## src/rtl/renode_apb4_requester_pkg.sv

```systemverilog
// renode_apb4_pkg: shared types for the Renode APB4 requester
// Provides the response status codes, the requester FSM states, the APB
// protection type and a helper that sizes the completer index.
package renode_apb4_pkg;

    typedef enum logic [1:0] {
        OKAY    = 2'd0,
        SLVERR  = 2'd1,
        DECERR  = 2'd2,
        TIMEOUT = 2'd3
    } status_e;

    typedef enum logic [1:0] {
        IDLE,
        SETUP,
        ACCESS,
        RESP
    } state_e;

    typedef logic [2:0] prot_t;

    // A single completer still needs a one-bit index to keep vectors legal.
    function automatic int sel_width(input int n);
        return (n > 1) ? $clog2(n) : 1;
    endfunction

endpackage

```

## src/rtl/renode_apb4_requester_if.sv

```systemverilog
// renode_apb4_requester_if: Renode request/response and APB4 completer bundle
// Request side : req_valid/req_ready handshake with addr, write, wdata, strb, prot
// Response side: rsp_valid/rsp_ready handshake with rdata and status
// APB side     : paddr, psel[SlaveCount], penable, pwrite, pwdata, pstrb, pprot
//                out; pready[SlaveCount], prdata[SlaveCount*DataWidth],
//                pslverr[SlaveCount] in
// master modport is the requester view, slave modport the environment view.
interface renode_apb4_requester_if
    import renode_apb4_pkg::*;
#(
    parameter int AddressWidth = 20,
    parameter int DataWidth    = 32,
    parameter int SlaveCount   = 1
);
    logic                         req_valid;
    logic                         req_ready;
    logic [AddressWidth-1:0]      req_addr;
    logic                         req_write;
    logic [DataWidth-1:0]         req_wdata;
    logic [DataWidth/8-1:0]       req_strb;
    prot_t                        req_prot;
    logic                         rsp_valid;
    logic                         rsp_ready;
    logic [DataWidth-1:0]         rsp_rdata;
    status_e                      rsp_status;
    logic [AddressWidth-1:0]      paddr;
    logic [SlaveCount-1:0]        psel;
    logic                         penable;
    logic                         pwrite;
    logic [DataWidth-1:0]         pwdata;
    logic [DataWidth/8-1:0]       pstrb;
    prot_t                        pprot;
    logic [SlaveCount-1:0]        pready;
    logic [SlaveCount*DataWidth-1:0] prdata;
    logic [SlaveCount-1:0]        pslverr;

    modport master (
        input  req_valid, req_addr, req_write, req_wdata, req_strb, req_prot,
        input  rsp_ready, pready, prdata, pslverr,
        output req_ready, rsp_valid, rsp_rdata, rsp_status,
        output paddr, psel, penable, pwrite, pwdata, pstrb, pprot
    );

    modport slave (
        output req_valid, req_addr, req_write, req_wdata, req_strb, req_prot,
        output rsp_ready, pready, prdata, pslverr,
        input  req_ready, rsp_valid, rsp_rdata, rsp_status,
        input  paddr, psel, penable, pwrite, pwdata, pstrb, pprot
    );

endinterface

```

## src/rtl/renode_apb4_decoder.sv

```systemverilog
// renode_apb4_decoder: byte address to completer index and decode-error flag
// addr    in  AddressWidth : request byte address
// idx     out SelWidth     : completer index taken from the top address bits
// dec_err out 1            : index does not name an existing completer
module renode_apb4_decoder
    import renode_apb4_pkg::*;
#(
    parameter int AddressWidth = 20,
    parameter int SlaveCount   = 1,
    localparam int SelWidth    = sel_width(SlaveCount)
) (
    input  logic [AddressWidth-1:0] addr,
    output logic [SelWidth-1:0]     idx,
    output logic                    dec_err
);
    // Only the top bits select a completer; the rest belong to the completer.
    logic unused_addr;
    assign unused_addr = ^addr;

    if (SlaveCount > 1) begin : g_multi
        assign idx     = addr[AddressWidth-1 -: SelWidth];
        assign dec_err = {1'b0, idx} >= (SelWidth + 1)'(SlaveCount);
    end else begin : g_single
        assign idx     = '0;
        assign dec_err = 1'b0;
    end

endmodule

```

## src/rtl/renode_apb4_requester.sv

```systemverilog
// renode_apb4_requester: single-beat Renode bus requests to APB4 transfers
// pclk   in : clock
// preset in : asynchronous active-high reset
// bus       : renode_apb4_requester_if.master carrying the request, response
//             and multi-completer APB4 signals
module renode_apb4_requester
    import renode_apb4_pkg::*;
#(
    parameter int AddressWidth  = 20,
    parameter int DataWidth     = 32,
    parameter int SlaveCount    = 1,
    parameter int TimeoutCycles = 256
) (
    input  logic                    pclk,
    input  logic                    preset,
    renode_apb4_requester_if.master bus
);
    localparam int SelWidth  = sel_width(SlaveCount);
    localparam int StrbWidth = DataWidth / 8;
    localparam int CntWidth  = (TimeoutCycles > 0) ? $clog2(TimeoutCycles + 1) : 1;

    if (DataWidth != 8 && DataWidth != 16 && DataWidth != 24 && DataWidth != 32) begin : g_bad_width
        $error("renode_apb4_requester: DataWidth %0d is not 8, 16, 24 or 32", DataWidth);
    end

    if (SlaveCount < 1 || SlaveCount > 16) begin : g_bad_count
        $error("renode_apb4_requester: SlaveCount %0d outside 1..16", SlaveCount);
    end

    state_e                  state, state_n;
    logic [AddressWidth-1:0] addr_q;
    logic                    write_q;
    logic [DataWidth-1:0]    wdata_q;
    logic [StrbWidth-1:0]    strb_q;
    prot_t                   prot_q;
    logic [SelWidth-1:0]     idx, idx_q;
    logic                    dec_err;
    logic [DataWidth-1:0]    rdata_q;
    status_e                 status_q;
    logic [CntWidth-1:0]     cnt_q, cnt_inc;
    logic                    sel_ready, sel_err, timeout, active;
    logic [DataWidth-1:0]    sel_rdata;
    logic [SlaveCount-1:0]   onehot;

    renode_apb4_decoder #(
        .AddressWidth(AddressWidth),
        .SlaveCount  (SlaveCount)
    ) u_decoder (
        .addr   (bus.req_addr),
        .idx    (idx),
        .dec_err(dec_err)
    );

    // Only the registered completer is listened to; other lanes are ignored.
    assign sel_ready = bus.pready[idx_q];
    assign sel_err   = bus.pslverr[idx_q];
    assign sel_rdata = bus.prdata[idx_q*DataWidth +: DataWidth];
    assign onehot    = SlaveCount'(1) << idx_q;
    assign active    = (state == SETUP) || (state == ACCESS);

    // cnt_inc is the number of ACCESS cycles without pready including this one.
    assign cnt_inc = cnt_q + 1'b1;
    assign timeout = (TimeoutCycles != 0) && (cnt_inc == CntWidth'(TimeoutCycles));

    always_ff @(posedge pclk or posedge preset) begin
        if (preset) state <= IDLE;
        else        state <= state_n;
    end

    always_comb begin
        state_n = state;
        case (state)
            IDLE:    state_n = bus.req_valid ? (dec_err ? RESP : SETUP) : IDLE;
            SETUP:   state_n = ACCESS;
            ACCESS:  state_n = (sel_ready || timeout) ? RESP : ACCESS;
            RESP:    state_n = bus.rsp_ready ? IDLE : RESP;
            default: state_n = IDLE;
        endcase
    end

    always_ff @(posedge pclk or posedge preset) begin
        if (preset) begin
            addr_q   <= '0;
            write_q  <= 1'b0;
            wdata_q  <= '0;
            strb_q   <= '0;
            prot_q   <= '0;
            idx_q    <= '0;
            rdata_q  <= '0;
            status_q <= OKAY;
            cnt_q    <= '0;
        end else begin
            if (state == IDLE && bus.req_valid) begin
                addr_q   <= bus.req_addr;
                write_q  <= bus.req_write;
                wdata_q  <= bus.req_write ? bus.req_wdata : '0;
                strb_q   <= bus.req_write ? bus.req_strb : '0;
                prot_q   <= bus.req_prot;
                idx_q    <= idx;
                rdata_q  <= '0;
                status_q <= dec_err ? DECERR : OKAY;
            end
            if (state == SETUP) cnt_q <= '0;
            if (state == ACCESS) begin
                // pready outranks a timeout landing in the same cycle.
                if (sel_ready) begin
                    rdata_q  <= (!write_q && !sel_err) ? sel_rdata : '0;
                    status_q <= sel_err ? SLVERR : OKAY;
                end else if (timeout) begin
                    status_q <= TIMEOUT;
                end else begin
                    cnt_q <= cnt_inc;
                end
            end
        end
    end

    assign bus.req_ready  = state == IDLE;
    assign bus.rsp_valid  = state == RESP;
    assign bus.rsp_rdata  = (state == RESP) ? rdata_q : '0;
    assign bus.rsp_status = (state == RESP) ? status_q : OKAY;
    assign bus.psel       = active ? onehot : '0;
    assign bus.penable    = state == ACCESS;
    assign bus.paddr      = active ? addr_q : '0;
    assign bus.pwrite     = active && write_q;
    assign bus.pwdata     = active ? wdata_q : '0;
    assign bus.pstrb      = active ? strb_q : '0;
    assign bus.pprot      = active ? prot_q : '0;

endmodule

```

## src/flat_wrapper.sv

```systemverilog
// flat-port wrapper written by rule: the top's interface ports become plain ports
module renode_apb4_requester_flat import renode_apb4_pkg::*;
#(
    parameter int AddressWidth  = 20,
    parameter int DataWidth     = 32,
    parameter int SlaveCount    = 1,
    parameter int TimeoutCycles = 256
)
  (pclk, preset, bus_req_valid, bus_req_addr, bus_req_write, bus_req_wdata, bus_req_strb, bus_req_prot, bus_rsp_ready, bus_pready, bus_prdata, bus_pslverr, bus_req_ready, bus_rsp_valid, bus_rsp_rdata, bus_rsp_status, bus_paddr, bus_psel, bus_penable, bus_pwrite, bus_pwdata, bus_pstrb, bus_pprot);
  renode_apb4_requester_if #(.AddressWidth(AddressWidth), .DataWidth(DataWidth), .SlaveCount(SlaveCount)) bus_i ();
  input  logic pclk;
  input  logic preset;
  input wire logic [$bits(bus_i.req_valid)-1:0] bus_req_valid;
  input wire logic [$bits(bus_i.req_addr)-1:0] bus_req_addr;
  input wire logic [$bits(bus_i.req_write)-1:0] bus_req_write;
  input wire logic [$bits(bus_i.req_wdata)-1:0] bus_req_wdata;
  input wire logic [$bits(bus_i.req_strb)-1:0] bus_req_strb;
  input wire logic [$bits(bus_i.req_prot)-1:0] bus_req_prot;
  input wire logic [$bits(bus_i.rsp_ready)-1:0] bus_rsp_ready;
  input wire logic [$bits(bus_i.pready)-1:0] bus_pready;
  input wire logic [$bits(bus_i.prdata)-1:0] bus_prdata;
  input wire logic [$bits(bus_i.pslverr)-1:0] bus_pslverr;
  output wire logic [$bits(bus_i.req_ready)-1:0] bus_req_ready;
  output wire logic [$bits(bus_i.rsp_valid)-1:0] bus_rsp_valid;
  output wire logic [$bits(bus_i.rsp_rdata)-1:0] bus_rsp_rdata;
  output wire logic [$bits(bus_i.rsp_status)-1:0] bus_rsp_status;
  output wire logic [$bits(bus_i.paddr)-1:0] bus_paddr;
  output wire logic [$bits(bus_i.psel)-1:0] bus_psel;
  output wire logic [$bits(bus_i.penable)-1:0] bus_penable;
  output wire logic [$bits(bus_i.pwrite)-1:0] bus_pwrite;
  output wire logic [$bits(bus_i.pwdata)-1:0] bus_pwdata;
  output wire logic [$bits(bus_i.pstrb)-1:0] bus_pstrb;
  output wire logic [$bits(bus_i.pprot)-1:0] bus_pprot;
  assign bus_i.req_valid = bus_req_valid;
  assign bus_i.req_addr = bus_req_addr;
  assign bus_i.req_write = bus_req_write;
  assign bus_i.req_wdata = bus_req_wdata;
  assign bus_i.req_strb = bus_req_strb;
  assign bus_i.req_prot = bus_req_prot;
  assign bus_i.rsp_ready = bus_rsp_ready;
  assign bus_i.pready = bus_pready;
  assign bus_i.prdata = bus_prdata;
  assign bus_i.pslverr = bus_pslverr;
  assign bus_req_ready = bus_i.req_ready;
  assign bus_rsp_valid = bus_i.rsp_valid;
  assign bus_rsp_rdata = bus_i.rsp_rdata;
  assign bus_rsp_status = bus_i.rsp_status;
  assign bus_paddr = bus_i.paddr;
  assign bus_psel = bus_i.psel;
  assign bus_penable = bus_i.penable;
  assign bus_pwrite = bus_i.pwrite;
  assign bus_pwdata = bus_i.pwdata;
  assign bus_pstrb = bus_i.pstrb;
  assign bus_pprot = bus_i.pprot;
  renode_apb4_requester #(.AddressWidth(AddressWidth), .DataWidth(DataWidth), .SlaveCount(SlaveCount), .TimeoutCycles(TimeoutCycles)) u_core (.pclk(pclk), .preset(preset), .bus(bus_i));
endmodule
```

## config.mk

```make
export PLATFORM = sky130hd
export DESIGN_NAME = renode_apb4_requester_flat
export DESIGN_NICKNAME = d
export VERILOG_FILES = /design/src/rtl/renode_apb4_requester_pkg.sv /design/src/rtl/renode_apb4_requester_if.sv /design/src/rtl/renode_apb4_decoder.sv /design/src/rtl/renode_apb4_requester.sv /design/src/flat_wrapper.sv
export SDC_FILE = /design/constraint.sdc
export NUM_CORES = 1
export LEC_CHECK = 0
export CORE_ASPECT_RATIO = 0.75
export CORE_UTILIZATION = 44
export CTS_CLUSTER_SIZE = 16
export DETAILED_ROUTE_END_ITERATION = 10
export PLACE_DENSITY_LB_ADDON = 0.05
export SYNTH_ARGS = -nofsm -noshare
export SYNTH_HDL_FRONTEND = slang
export SYNTH_HIERARCHICAL = 1
export SYNTH_SLANG_ARGS = --single-unit
```

## constraint.sdc

```tcl
create_clock -name pclk -period 4.2 [get_ports pclk]
set_input_delay 0.63 -clock pclk [delete_from_list [all_inputs] [get_ports pclk]]
set_output_delay 0.63 -clock pclk [all_outputs]
set_load 0.01 [all_outputs]
```

==> impl_summary.md, run 1 <==
Status
The flow ran to the end, and the final reports show no timing, DRC or antenna violations.

Clocking
The master cell of the clock root buffer is sky130_fd_sc_hd__clkbuf_16. The later-pin clock latency in the skew report is 340 ps. The maximum clock insertion buffer count is 2. The clock tree synthesis step divided the H-tree into 3 levels.

In this run the post-CTS setup repair buffer count came out at 0. The number of gates resized after CTS was 0. The tree built by TritonCTS fans out to 106 sinks. The number of buffers inserted for hold repair after clock tree synthesis is 0. Clock-pin slew was measured on the worst setup and hold paths at 70 ps. The clock buffer count from CTS is 9. The clock tree from TritonCTS is done.

Route
The routed length per placed instance is 15.6 microns. The number of vias per cell is 5.02. The routed layout has 4019 vias. The count of TritonRoute iterations in the first routing pass is 4. After detailed routing, the total wire length is 12500 microns. Once detail routing completed, the nets flagged for antenna violations numbered 0. The number of violations reported at the end of detailed-routing iteration 0 is 247. After detailed routing, the number of remaining DRC violations is 0.

Critical path
The largest fanout on the critical path is 61. The worst setup path is launched from a flip-flop. At the worst endpoint, the required time is 3570 ps. STA classifies the critical path endpoint as a primary output. The worst setup path is of the reg -> out kind. Data arrives at the worst endpoint at 2310 ps.

Die
The region available for standard cell placement spans 10500 sq um. The floorplan step set the die width to 124 microns. Row generation in the floorplan step produced 32 rows. The effective utilization at floorplan is 46.4%. During I/O placement, the number of pins put on the boundary was 196. The die height is 93.3 microns. The die covers 11500 sq um.

Logic synthesis
Of the total synthesized cell area, the portion taken by full adders, half adders and majority gates is 1.28%. The share of the synthesized area in compound gates (AO/OA/AOI/OAI) is 13.3%. The total of flip-flops plus latches after synthesis is 106. The post-synthesis xor/xnor area fraction is 0%. The proportion of netlist area held by the largest area contributor is 54.2%. The post-synthesis mux area share is 5.99%. Ranked by total cell area, the synthesized netlist is headed by sky130_fd_sc_hd__dfrtp_1 54%, sky130_fd_sc_hd__and2_1 12%, sky130_fd_sc_hd__nand2_1 6.1%. After synthesis, the mean cell area works out to 10.1 sq um.

The post-synthesis cell area is 4890 sq um. Synthesis produced 482 cells. The sequential-to-total area share from yosys stat is 54.2%. Summing the areas of all and, or, nand and nor instances in the mapped netlist gives 21.7% of the synthesized area. After synthesis, the netlist uses 37 different library cells.

The dominant combinational cell family by area after synthesis is simple AND/OR/NAND/NOR gates. The biggest area contributor in the post-synthesis netlist is sky130_fd_sc_hd__dfrtp_1. The warning count from the yosys run is 6.

Global routing
The initial antenna violation count is 0. Global routing used 22.7% of the available tracks. The via count of the first global-routing pass is 3957.

The remaining global-route overflow is 0. The largest net degree at the start of global routing is 88. The first global-routing pass estimated 20000 microns of wire.

Final layout
The library cell used most frequently in the layout, excluding fill and tap cells, is sky130_fd_sc_hd__clkdlybuf4s50_1. The total inserted antenna cells is 0. From synthesis to final layout, the design area changed by 47.3%. The count of cells in the finished layout, fillers not included, comes to 800. The share of the core filled with cells is 68.4%. Cells with a size suffix above 1 make up 7.83% of the layout. The number of nets at the end of the flow is 764. In the layout the commonest cells are 195 x sky130_fd_sc_hd__clkdlybuf4s50_1, 106 x sky130_fd_sc_hd__dfrtp_1, 96 x sky130_fd_sc_hd__and2_1, 78 x sky130_fd_sc_hd__nand2_1, 42 x sky130_fd_sc_hd__o21ai_0.

Placed design
The cell count after placement is 786. At the end of routability-driven placement, the weighted congestion stood at 0.831. The total of buffers placed on input and output ports is 195. The post-placement worst setup slack is 1620 ps. The HPWL after detailed placement is 8860 microns.

Flow run
The count of maximum capacitance violations is 0.

STA
Dividing the final minimum period by the clock period gives 69.9%. Setup violations remaining at the end of the flow were counted as 0. Setup repair after global routing left no endpoint under its margin. On the final layout, the worst clock skew is 4.67 ps. The final total negative setup slack is 0 ps.

The max-slew violation count is 0. The minimum clock period is 2940 ps. In the post-route analysis, the smallest setup slack over all paths is 1260 ps. The number of hold violations in the final report is 0. At the pin with the least slew margin, the transition time is 1050 ps. The headroom to the max-slew limit is 30.2%. Derived from the worst setup path, the maximum achievable clock frequency is 0.340 GHz.

Pwr
Summed over all cells, the static leakage comes to 3.11 nW. Dividing total power by cell area gives a power density of 592 nW/um^2. The worst IR drop on VDD is 0.355 mV.

Hold path
The worst hold-check path type is reg -> reg.
-- cell type report --
type | count | area (sq um)
clock buffer | 11 | 243
clock inverter | 3 | 17.5
fill | 813 | 3330
inverter | 8 | 32.5
multi-input combinational | 334 | 2080
sequential | 106 | 2650
tap | 136 | 170
timing repair buffer | 202 | 2000
-- metal layers --
| layer | routed length (microns) | GRT usage, % | vias to the layer above |
|---|---|---|---|
| met5 | 0 | 0 | - |
| met4 | 163 | 6.12 | 0 |
| met3 | 1010 | 8.05 | 19 |
| met2 | 5660 | 34.4 | 142 |
| met1 | 5630 | 30.6 | 1884 |
| li1 | - | - | 1974 |
-- report_power, final --
group,switching [mW],internal (mW),total [mW]
registers,0.186,1.38,1.57
clock network,0.350,0.410,0.760
logic,0.904,1.03,1.94
total,1.44,2.83,4.27
-- cell families after synthesis --
family	count (synthesis)
AO/OA/AOI/OAI	96
adder cells (fa/ha/maj)	5
buffers and inverters	43
flip-flops	106
multiplexers	26
other	1
AND/OR/NAND/NOR	205
-- flip-flops by register name (all words and copies together) (netlist names) --
name,cells
u_core/write_q,1
u_core/status_q,2
u_core/wdata_q,32
u_core/prot_q,3
u_core/idx_q,1
u_core/state,2
u_core/strb_q,4
u_core/rdata_q,32
u_core/addr_q,20
u_core/cnt_q,9
-- worst paths after layout --
check | start | endpoint | slack (ps) | cells past startpoint
max | u_core/state[0]$_DFF_PP0_ | bus_pprot[0] | 1260 | 5
min | u_core/wdata_q[25]$_DFFE_PP0P_ | u_core/wdata_q[25]$_DFFE_PP0P_ | 470 | 2
min reg2reg | u_core/wdata_q[25]$_DFFE_PP0P_ | u_core/wdata_q[25]$_DFFE_PP0P_ | 470 | 2
max reg2reg | u_core/state[0]$_DFF_PP0_ | u_core/cnt_q[6]$_DFF_PP0_ | 1900 | 6
min in group asynchronous | preset | u_core/wdata_q[2]$_DFFE_PP0P_ | 900 | 2
max in group asynchronous | preset | u_core/cnt_q[3]$_DFF_PP0_ | 2420 | 3
-- through the flow --
step,cell area [sq um],power [mW],hold WS [ps]
3_3_place_gp,6940,3.49,455
6_report,7200,4.27,472
5_1_grt,7200,4.57,499
4_1_cts,7200,4.32,478
3_5_place_dp,6940,3.54,463
2_1_floorplan,4890,2.57,442
-- cell usage after synthesis --
library cell,n
sky130_fd_sc_hd__ha_1,5
sky130_fd_sc_hd__and3_1,1
sky130_fd_sc_hd__nor3_1,6
sky130_fd_sc_hd__o21ai_0,42
sky130_fd_sc_hd__and2_1,96
sky130_fd_sc_hd__buf_2,1
sky130_fd_sc_hd__buf_1,1
sky130_fd_sc_hd__o41ai_1,1
sky130_fd_sc_hd__nand4b_1,2
sky130_fd_sc_hd__or3_1,1
sky130_fd_sc_hd__or4_4,1
sky130_fd_sc_hd__nor2_1,9
sky130_fd_sc_hd__a31oi_1,4
sky130_fd_sc_hd__o31ai_1,1
sky130_fd_sc_hd__nor2b_1,3
sky130_fd_sc_hd__o311ai_1,1
sky130_fd_sc_hd__clkbuf_1,31
sky130_fd_sc_hd__nand2b_1,1
sky130_fd_sc_hd__nand3_1,4
sky130_fd_sc_hd__buf_4,2
sky130_fd_sc_hd__inv_1,8
sky130_fd_sc_hd__o211a_4,1
sky130_fd_sc_hd__o22ai_1,2
sky130_fd_sc_hd__o21ai_1,3
sky130_fd_sc_hd__a21o_1,1
sky130_fd_sc_hd__mux2_2,26
sky130_fd_sc_hd__a21oi_1,4
sky130_fd_sc_hd__o21bai_1,1
sky130_fd_sc_hd__o211a_1,1
sky130_fd_sc_hd__conb_1,1
sky130_fd_sc_hd__o311ai_0,1
sky130_fd_sc_hd__nand2_1,79
sky130_fd_sc_hd__nor4_1,1
sky130_fd_sc_hd__a32oi_1,1
sky130_fd_sc_hd__nand4_1,1
sky130_fd_sc_hd__a22o_1,32
sky130_fd_sc_hd__dfrtp_1,106
-- critical path, cell delays in order, from the launching register on --
cell	delay (ps)
sky130_fd_sc_hd__dfrtp_1	380
sky130_fd_sc_hd__inv_1	80
sky130_fd_sc_hd__ha_1	280
sky130_fd_sc_hd__buf_4	430
sky130_fd_sc_hd__and2_1	230
sky130_fd_sc_hd__clkdlybuf4s50_1	540
No activity file was read; power rests on OpenSTA's default activity.
==> run 2, diff against run 1 <==
- CORE_UTILIZATION: 44 -> 39
- clock period: 4.2 -> 2.4 ns (I/O delays scaled with it)
==> run 2 against run 1 <==
Clock power is 87% higher. Critical path type unchanged. Flip-flop and latch count stayed put. Largest cell class unchanged. Worst setup slack worse by 1200 ps. Register-to-register slack worse by 1600 ps. Total power is 84% higher. Clock skew is 10 ps higher. Core utilization is 7.5 points lower. Via count is 1.6% higher. Final cell count is 5.4% higher. Sequential power is 76% higher. Sequential share of layout area is 1.3 points lower. Largest power group unchanged.
==> impl_summary.md, run 2 (synthesis results as in run 1) <==
Final layout
The number of nets at the end of the flow is 775 (+1.4%). The share of the core filled with cells is 60.9% (-7.5 points). The area growth from synthesis to layout is 52.8%. The total inserted antenna cells came to 0 (unchanged).

The layout cell share with drive strength beyond 1 is 9.75% (+1.9 points). In the layout the commonest cells are 179 x sky130_fd_sc_hd__clkdlybuf4s50_1, 106 x sky130_fd_sc_hd__dfrtp_1, 96 x sky130_fd_sc_hd__and2_1, 78 x sky130_fd_sc_hd__nand2_1, 42 x sky130_fd_sc_hd__o21ai_0. The library cell used most frequently in the layout, excluding fill and tap cells, is sky130_fd_sc_hd__clkdlybuf4s50_1. The largest registers in the layout are u_core/rdata_q: 32 flops, u_core/wdata_q: 32 flops, u_core/addr_q: 20 flops.

Critical path
On the critical path, the stage with the largest delay is an instance of sky130_fd_sc_hd__clkdlybuf4s50_1. The critical path starts at u_core/state[0]$_DFF_PP0_. The data arrival at the endpoint of the critical path came to 1980 ps (-330 ps). The count of cells along the worst register-to-register path is 4 (-2). The peak per-stage delay on the critical path is 530 ps (about the same). The critical register-to-register path endpoint is u_core/cnt_q[6]$_DFF_PP0_. The worst setup slack for register-to-register paths is 320 ps (-1580 ps). The critical path is of the reg -> out type. The worst setup path is launched from a flip-flop.

The critical path goes through inv_1, ha_4, clkbuf_16, and2_1, clkdlybuf4s50_1. In this run the critical register-to-register path is launched from u_core/cnt_q[4]$_DFF_PP0_. The largest fanout on the critical path is 15 (-75%). The nature of the critical path endpoint is a primary output. In this run the worst setup path terminates at bus_paddr[5].

The critical path required time is 2040 ps (-1530 ps).

STA
The smallest hold slack was 466 ps (-6.44 ps). Setup repair after global routing left no endpoint under its margin. The final worst-path cycle share is 97.4%. The slack of the critical path is 62.1 ps (-1200 ps). The number of hold violations in the final report was 0 (unchanged). The final setup skew is 14.9 ps (+10.2 ps). The slew at the pin with the worst max-slew slack came to 571 ps (-476 ps). The final total negative setup slack is 0 ps (unchanged). The max-slew violation count was 0 (unchanged). The minimum clock period is 2340 ps. Derived from the worst setup path, the maximum achievable clock frequency is 0.428 GHz. The headroom to the max-slew limit is 61.9% (+32 points). The setup-violating endpoint count in the final report is 0 (unchanged).

Placed design
The post-placement worst setup slack is 303 ps (-1310 ps). The final weighted congestion in routability-driven placement came to 0.793 (-4.6%). The total of buffers placed on input and output ports came to 195 (unchanged). The HPWL reported at the end of detailed placement is 8770 microns (-0.97%).

Route
The vias after detailed routing was 4085 (+1.6%). The number of remaining DRC errors came to 0 (unchanged). The remaining antenna violation count after routing is 0 (unchanged). The routed length per placed instance is 15.1 microns (-2.8%). The total wire length after detailed routing is 12800 microns (+2.4%). The count of TritonRoute iterations in the first routing pass is 5 (+1). The number of violations reported at the end of detailed-routing iteration 0 came to 162 (-34%). The number of vias per cell is 4.85 (-3.5%).

Pwr
The part of the total power dissipated in sequential elements is 35.1% (-1.7 points). The switching part of the total power is 33.3% (-0.48 points). The post-layout total power was 7.85 mW (+84%). The power density over the cells is 1050 nW/um^2 (+77%). The reported leakage power is 3.45 nW (+11%). The power spent charging and discharging nets is 2.61 mW (+81%).

The portion of total power attributed to combinational logic is 46.8% (+1.4 points). The clock network fraction of design power is 18.1% (+0.3 points). The cell-internal power is 5.24 mW (+85%). The worst IR drop on VDD is 0.634 mV (+79%).

Clocking
The clock buffer count from CTS is 9 (unchanged). The clock transition at the registers of the reported paths is 80 ps (about the same). The number of buffers inserted for hold repair after clock tree synthesis is 0 (unchanged).

The number of H-tree levels came to 3 (unchanged). The number of sinks driven by the clock tree is 106 (unchanged). TritonCTS built the clock tree. The maximum clock insertion buffer count is 2 (unchanged). The later-pin clock latency in the skew report was 350 ps (about the same). The tree is rooted in a sky130_fd_sc_hd__clkbuf_16.

Die
The effective utilization at floorplan came to 39.9% (-6.6 points). The floorplan die width is 131 microns (+6.1%). The row count is 35 (+9.4%). The die height was 99.0 microns (+6.1%). The core outline area is 12300 sq um (+16%).

The number of top-level pins came to 196 (unchanged). The full die area is 13000 sq um (+13%).

Global routing
The via count of the first global-routing pass is 4010 (+1.3%). The largest net degree at the start of global routing is 76 (-14%). The all-layer global routing usage is 19.9% (-2.8 points).

The initial antenna violation count came to 0 (unchanged). The global-route wire length before repair is 20500 microns (+2.3%). The remaining global-route overflow is 0 (unchanged).

Status
The run finished with clean final reports.

Hold path
The min-delay analysis places its worst path in the category in -> async.

Flow run
The count of maximum capacitance violations came to 0 (unchanged).
[run 2: changes by cell type in the layout (fill, tap and decap cells not counted), sizes merged]
| cell | previous run | this run |
|---|---|---|
| clkdlybuf4s50 | 195 | 179 |
| dlymetal6s2s | 0 | 15 |
| buf | 7 | 17 |
| clkbuf | 11 | 13 |
| clkinvlp | 1 | 2 |
| dlygate4sd2 | 0 | 1 |
[run 2: worst max-delay path: cells and delay by family (launching register included)]
| family | cells | cell delay [ps] |
|---|---|---|
| simple gates | 1 | 130 |
| flops | 1 | 350 |
| buf+inv | 3 | 800 |
| fa+ha+maj | 1 | 340 |
[run 2: worst min path at each step]
stage | start | to | slack [ps] | depth (start not counted)
finish | preset | u_core/rdata_q[29]$_DFF_PP0_ | 470 | 3
floorplan | u_core/wdata_q[15]$_DFFE_PP0P_ | u_core/wdata_q[15]$_DFFE_PP0P_ | 440 | 2
detailed placement | u_core/wdata_q[2]$_DFFE_PP0P_ | u_core/wdata_q[2]$_DFFE_PP0P_ | 460 | 2
global route | u_core/wdata_q[28]$_DFFE_PP0P_ | u_core/wdata_q[28]$_DFFE_PP0P_ | 500 | 2
global placement | u_core/wdata_q[13]$_DFFE_PP0P_ | u_core/wdata_q[13]$_DFFE_PP0P_ | 460 | 2
CTS | preset | u_core/rdata_q[29]$_DFF_PP0_ | 470 | 3
[run 2: layout make-up]
cell class / instances / area, sq um
Clock buffer: 12 / 256
Clock inverter: 4 / 33.8
Timing Repair Buffer: 213 / 2190
Inverter: 8 / 33.8
Tap cell: 166 / 208
Multi-Input combinational cell: 334 / 2100
Fill cell: 1017 / 4790
Sequential cell: 106 / 2650
[run 2: what timing repair did]
action	CTS	global route
gates resized for setup	4	16
setup endpoints to repair	60	50
pin swaps	0	0
hold endpoints to repair	0	0
cloned	1	1
setup buffers	2	0
[run 2: metrics by stage]
step,instance area (sq um),instances
6_report,7470,843
5_1_grt,7470,843
3_3_place_gp,7060,823
3_5_place_dp,7060,823
4_1_cts,7400,842
2_1_floorplan,4900,483
[run 2: metal layers]
metal | global-route usage (%) | part of all wire, %
met5 | 0 | 0
met4 | 5.90 | 1.6
met3 | 5.61 | 6.2
met2 | 31.3 | 46
met1 | 26.9 | 47
[run 2: power by group through the flow]
stage	Sequential (mW)	Combinational, mW	Clock, mW
6_report	2.76	3.68	1.42
5_1_grt	2.85	4.04	1.54
4_1_cts	2.76	3.67	1.46
3_5_place_dp	2.79	3.46	0
3_3_place_gp	2.78	3.41	0
2_1_floorplan	2.66	1.84	0
==> run 3, diff against run 2 <==
==> constraint.sdc (replaced) <==
create_clock -name pclk -period 2.4 [get_ports pclk]
set_input_delay 0.36 -clock pclk [delete_from_list [all_inputs] [get_ports pclk]]
set_output_delay 0.36 -clock pclk [all_outputs]
set_load 0.1 [all_outputs]
==> run 3 against run 2 <==
Register-to-register slack better by 20 ps. Final area is 11% higher. Core utilization is 6.7 points higher. Non-clock buffer count is 9 lower. Count of clock-buffer cells in the layout is 2 lower. Critical path depth stayed put. Maximum frequency is 6.8% higher. Worst setup slack better by 150 ps. Flip-flop and latch count stayed put. Die area stayed put. Hold slack worse by 25 ps. Global-route usage is 0.53 points higher.
==> impl_summary.md, run 3 (synthesis results as in run 1) <==
Hold path
The path class of the tightest hold or removal check is in -> async.

Global routing
The met1 capacity usage during global routing came to 25.3% (-1.6 points). The most congested layer reported by global routing is met2. The via count of the first global-routing pass came to 4156 (+3.6%). The initial antenna violation count is 0 (unchanged). The largest net degree at the start of global routing is 73 (-3.9%). The met2 global-route usage came to 33.5% (+2.2 points). The global-route track usage on met3 is 8.18% (+2.6 points). The all-layer global routing usage was 20.4% (+0.53 points). The global-route wire length before repair is 21100 microns (+3.1%). The remaining global-route overflow is 0 (unchanged).

Die
The effective utilization at floorplan is 39.9% (unchanged). The full die area is 13000 sq um (unchanged). The core outline area is 12300 sq um (unchanged).

The floorplan die width came to 131 microns (unchanged). The row count is 35 (unchanged). The number of top-level pins is 196 (unchanged). The die height is 99.0 microns (unchanged).

Clocking
The buffer count from post-CTS setup fixing is 0 (-2). TritonCTS built the clock tree. The number of buffers inserted for hold repair after clock tree synthesis is 0 (unchanged).

The number of H-tree levels is 3 (unchanged). The clock transition at the registers of the reported paths is 70 ps (about the same). The later-pin clock latency in the skew report is 350 ps (about the same). The clock buffer count from CTS is 9 (unchanged). In this run the clock root is driven by a sky130_fd_sc_hd__clkbuf_16. The number of sinks driven by the clock tree is 106 (unchanged). The number of instances resized during post-cts repair is 0 (-4). The maximum clock insertion buffer count came to 2 (unchanged).

Critical path
The critical path required time is 2040 ps (about the same). The worst setup slack for register-to-register paths is 340 ps (+20 ps). The largest fanout on the critical path is 61 (+46). The data arrival at the endpoint of the critical path is 1830 ps (-150 ps). The startpoint identified for the worst register-to-register timing path is u_core/state[0]$_DFF_PP0_. The nature of the critical path endpoint is a primary output.

The count of cells along the worst register-to-register path came to 6 (+2). STA classifies the critical path startpoint as a flip-flop. In this run the critical register-to-register path is captured at u_core/cnt_q[7]$_DFF_PP0_. The critical path is of the reg -> out type.

STA
The final total negative setup slack came to 0 ps (unchanged). The final worst-path cycle share is 91.2% (-6.2 points). Setup repair after global routing left no endpoint under its margin. The achievable frequency is 0.457 GHz (+6.8%). The max-slew violation count is 0 (unchanged). The minimum clock period came to 2190 ps (-148 ps).

The setup-violating endpoint count in the final report is 0 (unchanged). The smallest hold slack is 441 ps (-24.5 ps). The headroom to the max-slew limit is 59.9% (-2.0 points). The slew at the pin with the worst max-slew slack is 601 ps (+29.7 ps). The number of hold violations in the final report is 0 (unchanged). The final setup skew is 7.73 ps (-7.16 ps).

Final layout
The largest registers in the layout are u_core/rdata_q: 32 flops, u_core/wdata_q: 32 flops, u_core/addr_q: 20 flops. The total inserted antenna cells came to 0 (unchanged). Leaving out fill and tap cells, the most frequent cells in the layout are 106 x sky130_fd_sc_hd__dfrtp_1, 99 x sky130_fd_sc_hd__buf_12, 97 x sky130_fd_sc_hd__clkdlybuf4s50_1, 96 x sky130_fd_sc_hd__and2_1, 78 x sky130_fd_sc_hd__nand2_1.

The number of nets at the end of the flow came to 766 (-1.2%). Leaving out fill and tap cells, the most frequent cell in the layout is sky130_fd_sc_hd__dfrtp_1. The synthesis-to-layout area growth is 69.5%. The layout cell share with drive strength beyond 1 came to 23.8% (+14 points).

Route
The remaining antenna violation count after routing is 0 (unchanged). The number of remaining DRC errors is 0 (unchanged). The number of vias per cell is 4.88 (+0.78%). The routed length per placed instance came to 15.6 microns (+2.8%). The vias after detailed routing is 4073 (-0.29%). The number of violations reported at the end of detailed-routing iteration 0 is 193 (+19%). The count of TritonRoute iterations in the first routing pass is 4 (-1). The total wire length after detailed routing is 13000 microns (+1.7%).

Status
The flow ran to the end, and the final reports show no timing, DRC or antenna violations.

Flow run
The count of maximum capacitance violations is 0 (unchanged).

Placed design
The HPWL reported at the end of detailed placement is 9490 microns (+8.2%). The final weighted congestion in routability-driven placement came to 0.854 (+7.7%). The total of buffers placed on input and output ports is 195 (unchanged).
-- run 3: changes by cell type in the layout (fill, tap and decap cells not counted), sizes merged --
cell / previous run / this run
buf: 17 / 107
clkdlybuf4s50: 179 / 97
dlymetal6s2s: 15 / 0
clkbuf: 13 / 10
clkinv: 2 / 4
dlygate4sd2: 1 / 0
-- run 3: area by class of cell --
class,instances,area [sq um]
Fill cell,902,3970
Timing Repair Buffer,204,3010
Sequential cell,106,2650
Multi-Input combinational cell,334,2090
Clock buffer,10,239
Tap cell,166,208
Clock inverter,6,51.3
Inverter,8,33.8
-- run 3: worst max-delay path by stage --
stage | start | to | cells after the start
4_1_cts | u_core/state[1]$_DFF_PP0_ | bus_psel | 5
5_1_grt | u_core/state[1]$_DFF_PP0_ | bus_psel | 5
2_1_floorplan | u_core/state[0]$_DFF_PP0_ | u_core/addr_q[10]$_DFFE_PP0P_ | 6
6_report | u_core/state[1]$_DFF_PP0_ | bus_psel | 5
3_5_place_dp | bus_pready | u_core/cnt_q[7]$_DFF_PP0_ | 5
3_3_place_gp | bus_pready | u_core/cnt_q[7]$_DFF_PP0_ | 5
-- run 3: through the flow --
stage / cell area [sq um] / setup WS (ps) / std cells / util [%]
after detailed placement: 8000 / 291 / 818 / 65.2
after global placement: 8000 / 366 / 818 / 65.2
after global routing: 8290 / 94.0 / 834 / 67.6
after floorplan: 4910 / 45.2 / 483 / -
after CTS: 8290 / 189 / 834 / 67.6
final: 8290 / 210 / 834 / 67.6
-- run 3: metal layers --
| layer | up-vias | wire, microns |
|---|---|---|
| met1 | 1949 | 5500 |
| li1 | 1980 | - |
| met2 | 133 | 6220 |
| met5 | - | 0 |
| met3 | 11 | 1140 |
| met4 | 0 | 116 |
-- run 3: critical path, stage by stage, from the launching register on --
cell and delay, ps:
sky130_fd_sc_hd__dfrtp_1 390, sky130_fd_sc_hd__inv_1 80, sky130_fd_sc_hd__ha_2 340, sky130_fd_sc_hd__buf_12 210, sky130_fd_sc_hd__nor2b_2 230, sky130_fd_sc_hd__buf_12 190
Power of run 3 is not shown: default switching activity piles up to over one toggle a cycle in this logic, so the estimate is an artifact.
